===== src/rtl/err_mon_pkg.sv =====
// Shared constants for the multi-channel timing-error monitor: default
// parameter values and the recovery FSM state encoding.
package err_mon_pkg;

  localparam int DEF_DATA_WIDTH  = 32;
  localparam int DEF_NUM_CH      = 4;
  localparam int DEF_CNT_WIDTH   = 8;
  localparam int DEF_WINDOW_LOG2 = 8;
  localparam int DEF_HOLDOFF     = 2;

  localparam logic [1:0] ST_IDLE    = 2'd0;
  localparam logic [1:0] ST_REQ     = 2'd1;
  localparam logic [1:0] ST_HOLDOFF = 2'd2;

endpackage


===== src/rtl/err_mon_channel.sv =====
// One monitored channel: remembers the last valid main sample, flags a raw
// error when the main value transitioned and disagrees with the shadow
// sample, and keeps a saturating total of raw errors.
module err_mon_channel
  import err_mon_pkg::*;
#(
  parameter int DATA_WIDTH = DEF_DATA_WIDTH,
  parameter int CNT_WIDTH  = DEF_CNT_WIDTH
) (
  input  logic                  clk,
  input  logic                  reset,
  input  logic                  valid,
  input  logic                  mask,
  input  logic                  clr,
  input  logic [DATA_WIDTH-1:0] data_main,
  input  logic [DATA_WIDTH-1:0] data_shadow,
  output logic                  raw_err,
  output logic [CNT_WIDTH-1:0]  err_cnt
);

  localparam logic [CNT_WIDTH-1:0] CNT_MAX = '1;

  logic [DATA_WIDTH-1:0] prev_q, prev_d;
  logic                  prev_vld_q, prev_vld_d;
  logic [CNT_WIDTH-1:0]  cnt_q, cnt_d;

  // Error detection, history update and saturating count; clear beats increment.
  always_comb begin
    raw_err    = valid & prev_vld_q & (data_main != prev_q) &
                 (data_main != data_shadow) & ~mask;
    prev_d     = valid ? data_main : prev_q;
    prev_vld_d = prev_vld_q | valid;
    cnt_d      = cnt_q;
    if (clr) begin
      cnt_d = '0;
    end else if (raw_err && (cnt_q != CNT_MAX)) begin
      cnt_d = cnt_q + 1'b1;
    end
  end

  // Channel state registers with synchronous active-low reset.
  always_ff @(posedge clk) begin
    if (!reset) begin
      prev_q     <= '0;
      prev_vld_q <= 1'b0;
      cnt_q      <= '0;
    end else begin
      prev_q     <= prev_d;
      prev_vld_q <= prev_vld_d;
      cnt_q      <= cnt_d;
    end
  end

  assign err_cnt = cnt_q;

endmodule


===== src/rtl/multi_channel_error_monitor.sv =====
// Multi-channel timing-error monitor: per-channel detectors, a recovery
// request/acknowledge FSM with post-recovery holdoff, and a windowed
// error-rate flag for voltage/frequency control.
module multi_channel_error_monitor
  import err_mon_pkg::*;
#(
  parameter int DATA_WIDTH  = DEF_DATA_WIDTH,
  parameter int NUM_CH      = DEF_NUM_CH,
  parameter int CNT_WIDTH   = DEF_CNT_WIDTH,
  parameter int WINDOW_LOG2 = DEF_WINDOW_LOG2,
  parameter int HOLDOFF     = DEF_HOLDOFF
) (
  input  logic                          clk,
  input  logic                          reset,
  input  logic                          en,
  input  logic [NUM_CH-1:0]             ch_valid,
  input  logic [NUM_CH*DATA_WIDTH-1:0]  data_main,
  input  logic [NUM_CH*DATA_WIDTH-1:0]  data_shadow,
  input  logic                          recover_ack,
  input  logic                          clr_cnt,
  input  logic [CNT_WIDTH-1:0]          thresh,
  output logic [NUM_CH-1:0]             error_vec,
  output logic                          error_any,
  output logic                          recover_req,
  output logic [NUM_CH-1:0]             recover_ch,
  output logic [NUM_CH*CNT_WIDTH-1:0]   err_cnt,
  output logic                          degrade
);

  localparam int HO_W  = $clog2(HOLDOFF + 1);
  localparam int PC_W  = $clog2(NUM_CH + 1);
  localparam int SUM_W = CNT_WIDTH + PC_W;
  localparam logic [SUM_W-1:0] WIN_MAX = SUM_W'({CNT_WIDTH{1'b1}});

  logic [NUM_CH-1:0]      raw;
  logic                   det_mask;
  logic [1:0]             state_q, state_d;
  logic [NUM_CH-1:0]      recover_ch_q, recover_ch_d;
  logic [HO_W-1:0]        ho_cnt_q, ho_cnt_d;
  logic [NUM_CH-1:0]      error_vec_q, error_vec_d;
  logic                   error_any_q, error_any_d;
  logic [WINDOW_LOG2-1:0] wcyc_q, wcyc_d;
  logic [CNT_WIDTH-1:0]   win_cnt_q, win_cnt_d;
  logic                   degrade_q, degrade_d;
  logic [PC_W-1:0]        pop;
  logic [SUM_W-1:0]       win_sum;

  function automatic logic [PC_W-1:0] popcount(input logic [NUM_CH-1:0] v);
    logic [PC_W-1:0] n;
    n = '0;
    for (int i = 0; i < NUM_CH; i++) begin
      n = n + PC_W'(v[i]);
    end
    return n;
  endfunction

  // Detection is blanked while disabled and for the whole holdoff period.
  assign det_mask = ~en | (state_q == ST_HOLDOFF);

  for (genvar g = 0; g < NUM_CH; g++) begin : g_ch
    err_mon_channel #(
      .DATA_WIDTH (DATA_WIDTH),
      .CNT_WIDTH  (CNT_WIDTH)
    ) u_ch (
      .clk         (clk),
      .reset       (reset),
      .valid       (ch_valid[g]),
      .mask        (det_mask),
      .clr         (clr_cnt),
      .data_main   (data_main[g*DATA_WIDTH +: DATA_WIDTH]),
      .data_shadow (data_shadow[g*DATA_WIDTH +: DATA_WIDTH]),
      .raw_err     (raw[g]),
      .err_cnt     (err_cnt[g*CNT_WIDTH +: CNT_WIDTH])
    );
  end

  // Recovery FSM; an ack in REQ wins over a coincident raw error.
  always_comb begin
    state_d      = state_q;
    recover_ch_d = recover_ch_q;
    ho_cnt_d     = ho_cnt_q;
    case (state_q)
      ST_IDLE: begin
        if (|raw) begin
          state_d      = ST_REQ;
          recover_ch_d = raw;
        end
      end
      ST_REQ: begin
        if (recover_ack) begin
          state_d  = ST_HOLDOFF;
          ho_cnt_d = HO_W'(HOLDOFF);
        end else begin
          recover_ch_d = recover_ch_q | raw;
        end
      end
      ST_HOLDOFF: begin
        ho_cnt_d = ho_cnt_q - 1'b1;
        if (ho_cnt_q == HO_W'(1)) begin
          state_d      = ST_IDLE;
          recover_ch_d = '0;
        end
      end
      default: state_d = ST_IDLE;
    endcase
  end

  // Error pulses and the windowed rate accumulator with wrap-time decision.
  always_comb begin
    error_vec_d = raw;
    error_any_d = |raw;
    pop         = popcount(raw);
    win_sum     = SUM_W'(win_cnt_q) + SUM_W'(pop);
    wcyc_d      = wcyc_q + 1'b1;
    win_cnt_d   = (win_sum > WIN_MAX) ? win_cnt_q | '1 : win_sum[CNT_WIDTH-1:0];
    degrade_d   = degrade_q;
    if (&wcyc_q) begin
      degrade_d = (thresh != '0) && (win_sum >= SUM_W'(thresh));
      win_cnt_d = '0;
    end
    if (clr_cnt) begin
      win_cnt_d = '0;
    end
  end

  // All monitor state registers with synchronous active-low reset.
  always_ff @(posedge clk) begin
    if (!reset) begin
      state_q      <= ST_IDLE;
      recover_ch_q <= '0;
      ho_cnt_q     <= '0;
      error_vec_q  <= '0;
      error_any_q  <= 1'b0;
      wcyc_q       <= '0;
      win_cnt_q    <= '0;
      degrade_q    <= 1'b0;
    end else begin
      state_q      <= state_d;
      recover_ch_q <= recover_ch_d;
      ho_cnt_q     <= ho_cnt_d;
      error_vec_q  <= error_vec_d;
      error_any_q  <= error_any_d;
      wcyc_q       <= wcyc_d;
      win_cnt_q    <= win_cnt_d;
      degrade_q    <= degrade_d;
    end
  end

  assign error_vec   = error_vec_q;
  assign error_any   = error_any_q;
  assign recover_req = (state_q == ST_REQ);
  assign recover_ch  = recover_ch_q;
  assign degrade     = degrade_q;

endmodule


===== config.mk =====
export PLATFORM = sky130hd
export DESIGN_NAME = multi_channel_error_monitor
export DESIGN_NICKNAME = d
export VERILOG_FILES = /design/src/rtl/err_mon_pkg.sv /design/src/rtl/err_mon_channel.sv /design/src/rtl/multi_channel_error_monitor.sv
export SDC_FILE = /design/constraint.sdc
export NUM_CORES = 1
export LEC_CHECK = 0
export ABC_AREA = 1
export CORE_ASPECT_RATIO = 2
export CORE_MARGIN = 2
export CORE_UTILIZATION = 35
export DETAILED_ROUTE_END_ITERATION = 7
export GPL_TIMING_DRIVEN = 0
export MAX_ROUTING_LAYER = met4
export PLACE_DENSITY_LB_ADDON = 0.12
export SETUP_SLACK_MARGIN = 0.5
export SYNTH_ARGS = -nofsm -noshare
export SYNTH_HDL_FRONTEND = slang
export SYNTH_SLANG_ARGS = --single-unit

===== constraint.sdc =====
create_clock -name clk -period 4.7 [get_ports clk]
set_input_delay 0.47 -clock clk [delete_from_list [all_inputs] [get_ports clk]]
set_output_delay 0.47 -clock clk [all_outputs]
set_load 0.05 [all_outputs]

==> impl_metrics.toml <==
[status]
outcome = "completed"

[timing]
clock.fmax_mhz = 252
rsz0062_at_grt = "no"
post-route-min-period_ps = 3970
worst_pin_slew_ps = 695
drv_slew = 0
hold_viol_final = 0
layout_setup_ws_ps = 734
finalCritPeriodShare = 0.844
relSlewSlack = 0.537
clock_skew_ps = 11.2
fin_setup_tns_ps = 0
setup_violations = 0

[setup_path]
slowest_stage = "fa_1"
path_delay_family = "adder cells"
cp_common_cell = "nand2_1"
r2r_cells = 22
crit_chain = "clkdlybuf4s50_1 > xnor2_1 > nand2_1 > nor2_2 > nand2_1 > nor2_1 > nand2_1 > nand3_4 > inv_2 > fa_1 > inv_1 > fa_2 > inv_2 > fa_2 > ha_4 > nand2_1 > o211ai_1 > nand3_1 > a21oi_2 > a211oi_2 > o21ai_1 > nand3_1 > a21oi_1"
critPathCapture = "degrade$_SDFFE_PN0P_"
arrival_ps = 4350
slowest_delay_ps = 480
worstPathMaxFanout = 4
required_ps = 5080
worstSetupStartpointType = "primary input"
crit_start = "data_shadow[64]"
r2r-end = "degrade$_SDFFE_PN0P_"
crit_type = "primary input to register"
end_kind = "register"
path_depth = 23
r2r_setup_slack_ps = 830
critPathBufInv = 4
timing.rr.start = "state_q[0]$_SDFFE_PN0P_"

[pwr]
combPwrFrac = 0.249
intPower_mw = 2.95
leakage_nw = 6.71
power_frac_seq = 0.423
power_switching_mw = 1.33
switching_share = 0.310
peakVddDrop_mv = 0.238
power.density_nw_per_um2 = 272
clkPwrFrac = 0.328
finalPower_mw = 4.28

[die]
die_h_um = 258
num_rows = 93
die_area_sq_um = 33700
start_util = 0.352
ios = 316
coreArea_sq_um = 32000
die_width_um = 131

[place]
gp_congestion = 0.829
dpl_cell_area_sq_um = 14900
io_buffers = 313
dpl.hpwl_um = 29300
preCtsSetupSlack_ps = -288

[clock_tree]
cts.sinks = 194
clk_pin_slew_ps = 70
cts-root-buf = "clkbuf_16"
cts_tree = "built"
cts_max_level = 4
clockBufferDepth = 2
insertion_delay_ps = 460
cts_buffers = 17

[yosys]
yosysMostFrequentCell = "nand2_1"
synth_fp_nets = 1958
synth.area.top_cells = "dfxtp_1 34%, xnor2_1 16%, nand2_1 12%"
yosys-top-cells-count = "375 x nand2_1, 310 x nor2_1, 205 x xnor2_1, 194 x dfxtp_1, 153 x inv_1"
yosys.area.top_type_share = 0.345
yosys_warnings = 0
yosysSeqAreaShare = 0.345
synth.largest_area_cell = "dfxtp_1"
netlist_area_sq_um = 11300
synthDistinctLibCells = 36
async_flop_share = 0
synthCells = 1663
synth_edf_count = 0
avgSynthCellArea_sq_um = 6.78
ys_ff_latch = 194
synth_flop_cell = "dfxtp_1"

[detailed_routing]
drtAntennaViolNets = 0
drt_iter0_drc = 404
wl_per_cell_um = 14.7
drc_errors = 0
dr_total_vias = 11200
drt-total-wl_um = 35900
first_pass_iters = 4
routed_via_density = 4.57

[grt]
antenna_found_initial = 3
grt_pass1_vias = 11100
grt_pass1_wl_um = 54700
grt_max_degree = 18
grt_usage = 0.219
gr-total-overflow = 0

[layout]
final_area_sq_um = 15700
final_util = 0.492
syn_to_final_growth_pct = 39.7
drive_gt1_frac = 0.0546
final_net_count = 2296
nFillCells = 3261

[min_path]
hold_class = "primary input to register"
worstHoldStart = "data_main[24]"

[flow_run]
max_cap_viol_count = 0
## layer usage
layer,GRT usage,wire (um),vias up
met4,0.0697,754,0
met3,0.0431,1540,41
met5,-,0,-
met2,0.442,21100,229
li1,-,-,5845
met1,0.194,12500,5046
## worst register-to-register path, delay by kind of cell (launching register included)
| kind | cells | cell delay (ps) |
|---|---|---|
| buf+inv | 5 | 420 |
| xor+xnor | 1 | 210 |
| simple gates | 6 | 610 |
| flops | 1 | 360 |
| compound gates | 5 | 660 |
| fa+ha+maj | 5 | 1510 |
## area by class of cell
cell class	count	area, sq um	share of cell area
Multi-Input combinational cell	1247	6690	0.425
Sequential cell	194	3880	0.247
Timing Repair Buffer	319	3230	0.205
Inverter	174	653	0.0415
Tap cell	427	534	0.0339
Clock buffer	19	443	0.0281
Buffer	48	195	0.0124
Clock inverter	13	103	0.00652
Antenna cell	3	7.51	0.000477
## sequential cells by signal, summed over array words and instances, names as in the netlist
| name | count |
|---|---|
| state_q | 2 |
| g_ch.u_ch.prev_q | 128 |
| degrade | 1 |
| recover_ch | 4 |
| g_ch.u_ch.prev_vld_q | 4 |
| g_ch.u_ch.err_cnt | 32 |
| error_vec | 4 |
| error_any | 1 |
| ho_cnt_q | 2 |
| win_cnt_q | 8 |
| wcyc_q | 8 |
## per-stage QoR
| stage | hold WS (ps) | cells |
|---|---|---|
| floorplan | 418 | 1663 |
| global placement | 437 | 2403 |
| detailed placement | 452 | 2403 |
| CTS | 404 | 2437 |
| global route | 339 | 2444 |
| finish | 338 | 2444 |
## power by group through the flow
stage	Sequential, mW	Clock [mW]	Combinational [mW]
6_report	1.81	1.40	1.07
5_1_grt	1.83	1.51	1.19
4_1_cts	1.81	1.45	1.07
3_5_place_dp	1.85	0	1.07
3_3_place_gp	1.85	0	1.06
2_1_floorplan	1.89	0	0.561
## kinds of logic (layout without fill, tap and decap cells)
| logic type | Yosys count | after routing | share of synthesized area |
|---|---|---|---|
| buffers and inverters | 222 | 573 | 0.0753 |
| AOI/OAI and AO/OA | 243 | 243 | 0.109 |
| other | 0 | 3 | 0 |
| DFF | 194 | 194 | 0.345 |
| and+or+nand+nor | 769 | 769 | 0.279 |
| adders and majority gates | 22 | 22 | 0.0264 |
| xor gates and xnor gates | 213 | 213 | 0.166 |
## how the worst min path moves through the flow
stage	to	slack, ps	cells past startpoint
finish	g_ch[0].u_ch.prev_q[24]$_SDFFE_PN0P_	340	3
floorplan	wcyc_q[0]$_SDFF_PN0_	420	1
global route	g_ch[0].u_ch.prev_q[22]$_SDFFE_PN0P_	340	3
global placement	wcyc_q[0]$_SDFF_PN0_	440	1
detailed placement	wcyc_q[0]$_SDFF_PN0_	450	1
CTS	g_ch[1].u_ch.prev_q[3]$_SDFFE_PN0P_	400	3
## cell usage in the layout (no fill, tap or decap), drive strengths merged
| cell | Yosys | layout |
|---|---|---|
| inv | 169 | 174 |
| nand3b | 3 | 3 |
| nor4 | 4 | 4 |
| nand3 | 32 | 32 |
| nor2 | 312 | 312 |
| a211oi | 2 | 2 |
| nor3 | 14 | 14 |
| clkinv | 5 | 9 |
| clkbuf | 40 | 59 |
| buf | 8 | 14 |
| nand4 | 19 | 19 |
| dlygate4sd2 | 0 | 31 |
| xor2 | 8 | 8 |
| a21oi | 85 | 85 |
| clkinvlp | 0 | 4 |
| o21a | 1 | 1 |
| ha | 19 | 19 |
| nand2 | 383 | 383 |
| fa | 3 | 3 |
| diode | 0 | 3 |
| dlymetal6s2s | 0 | 36 |
| or2 | 2 | 2 |
| o21ai | 154 | 154 |
| o211ai | 1 | 1 |
| xnor2 | 205 | 205 |
| dfxtp | 194 | 194 |
| clkdlybuf4s50 | 0 | 246 |
## timing repair
action                                  4_1_cts  5_1_grt
pin swaps                                     6       26
resized for setup                            45       59
hold buffers                                  0        0
buffers inserted                              2        4
endpoints found under the setup margin        1        1
No activity file was read; power rests on OpenSTA's default activity.
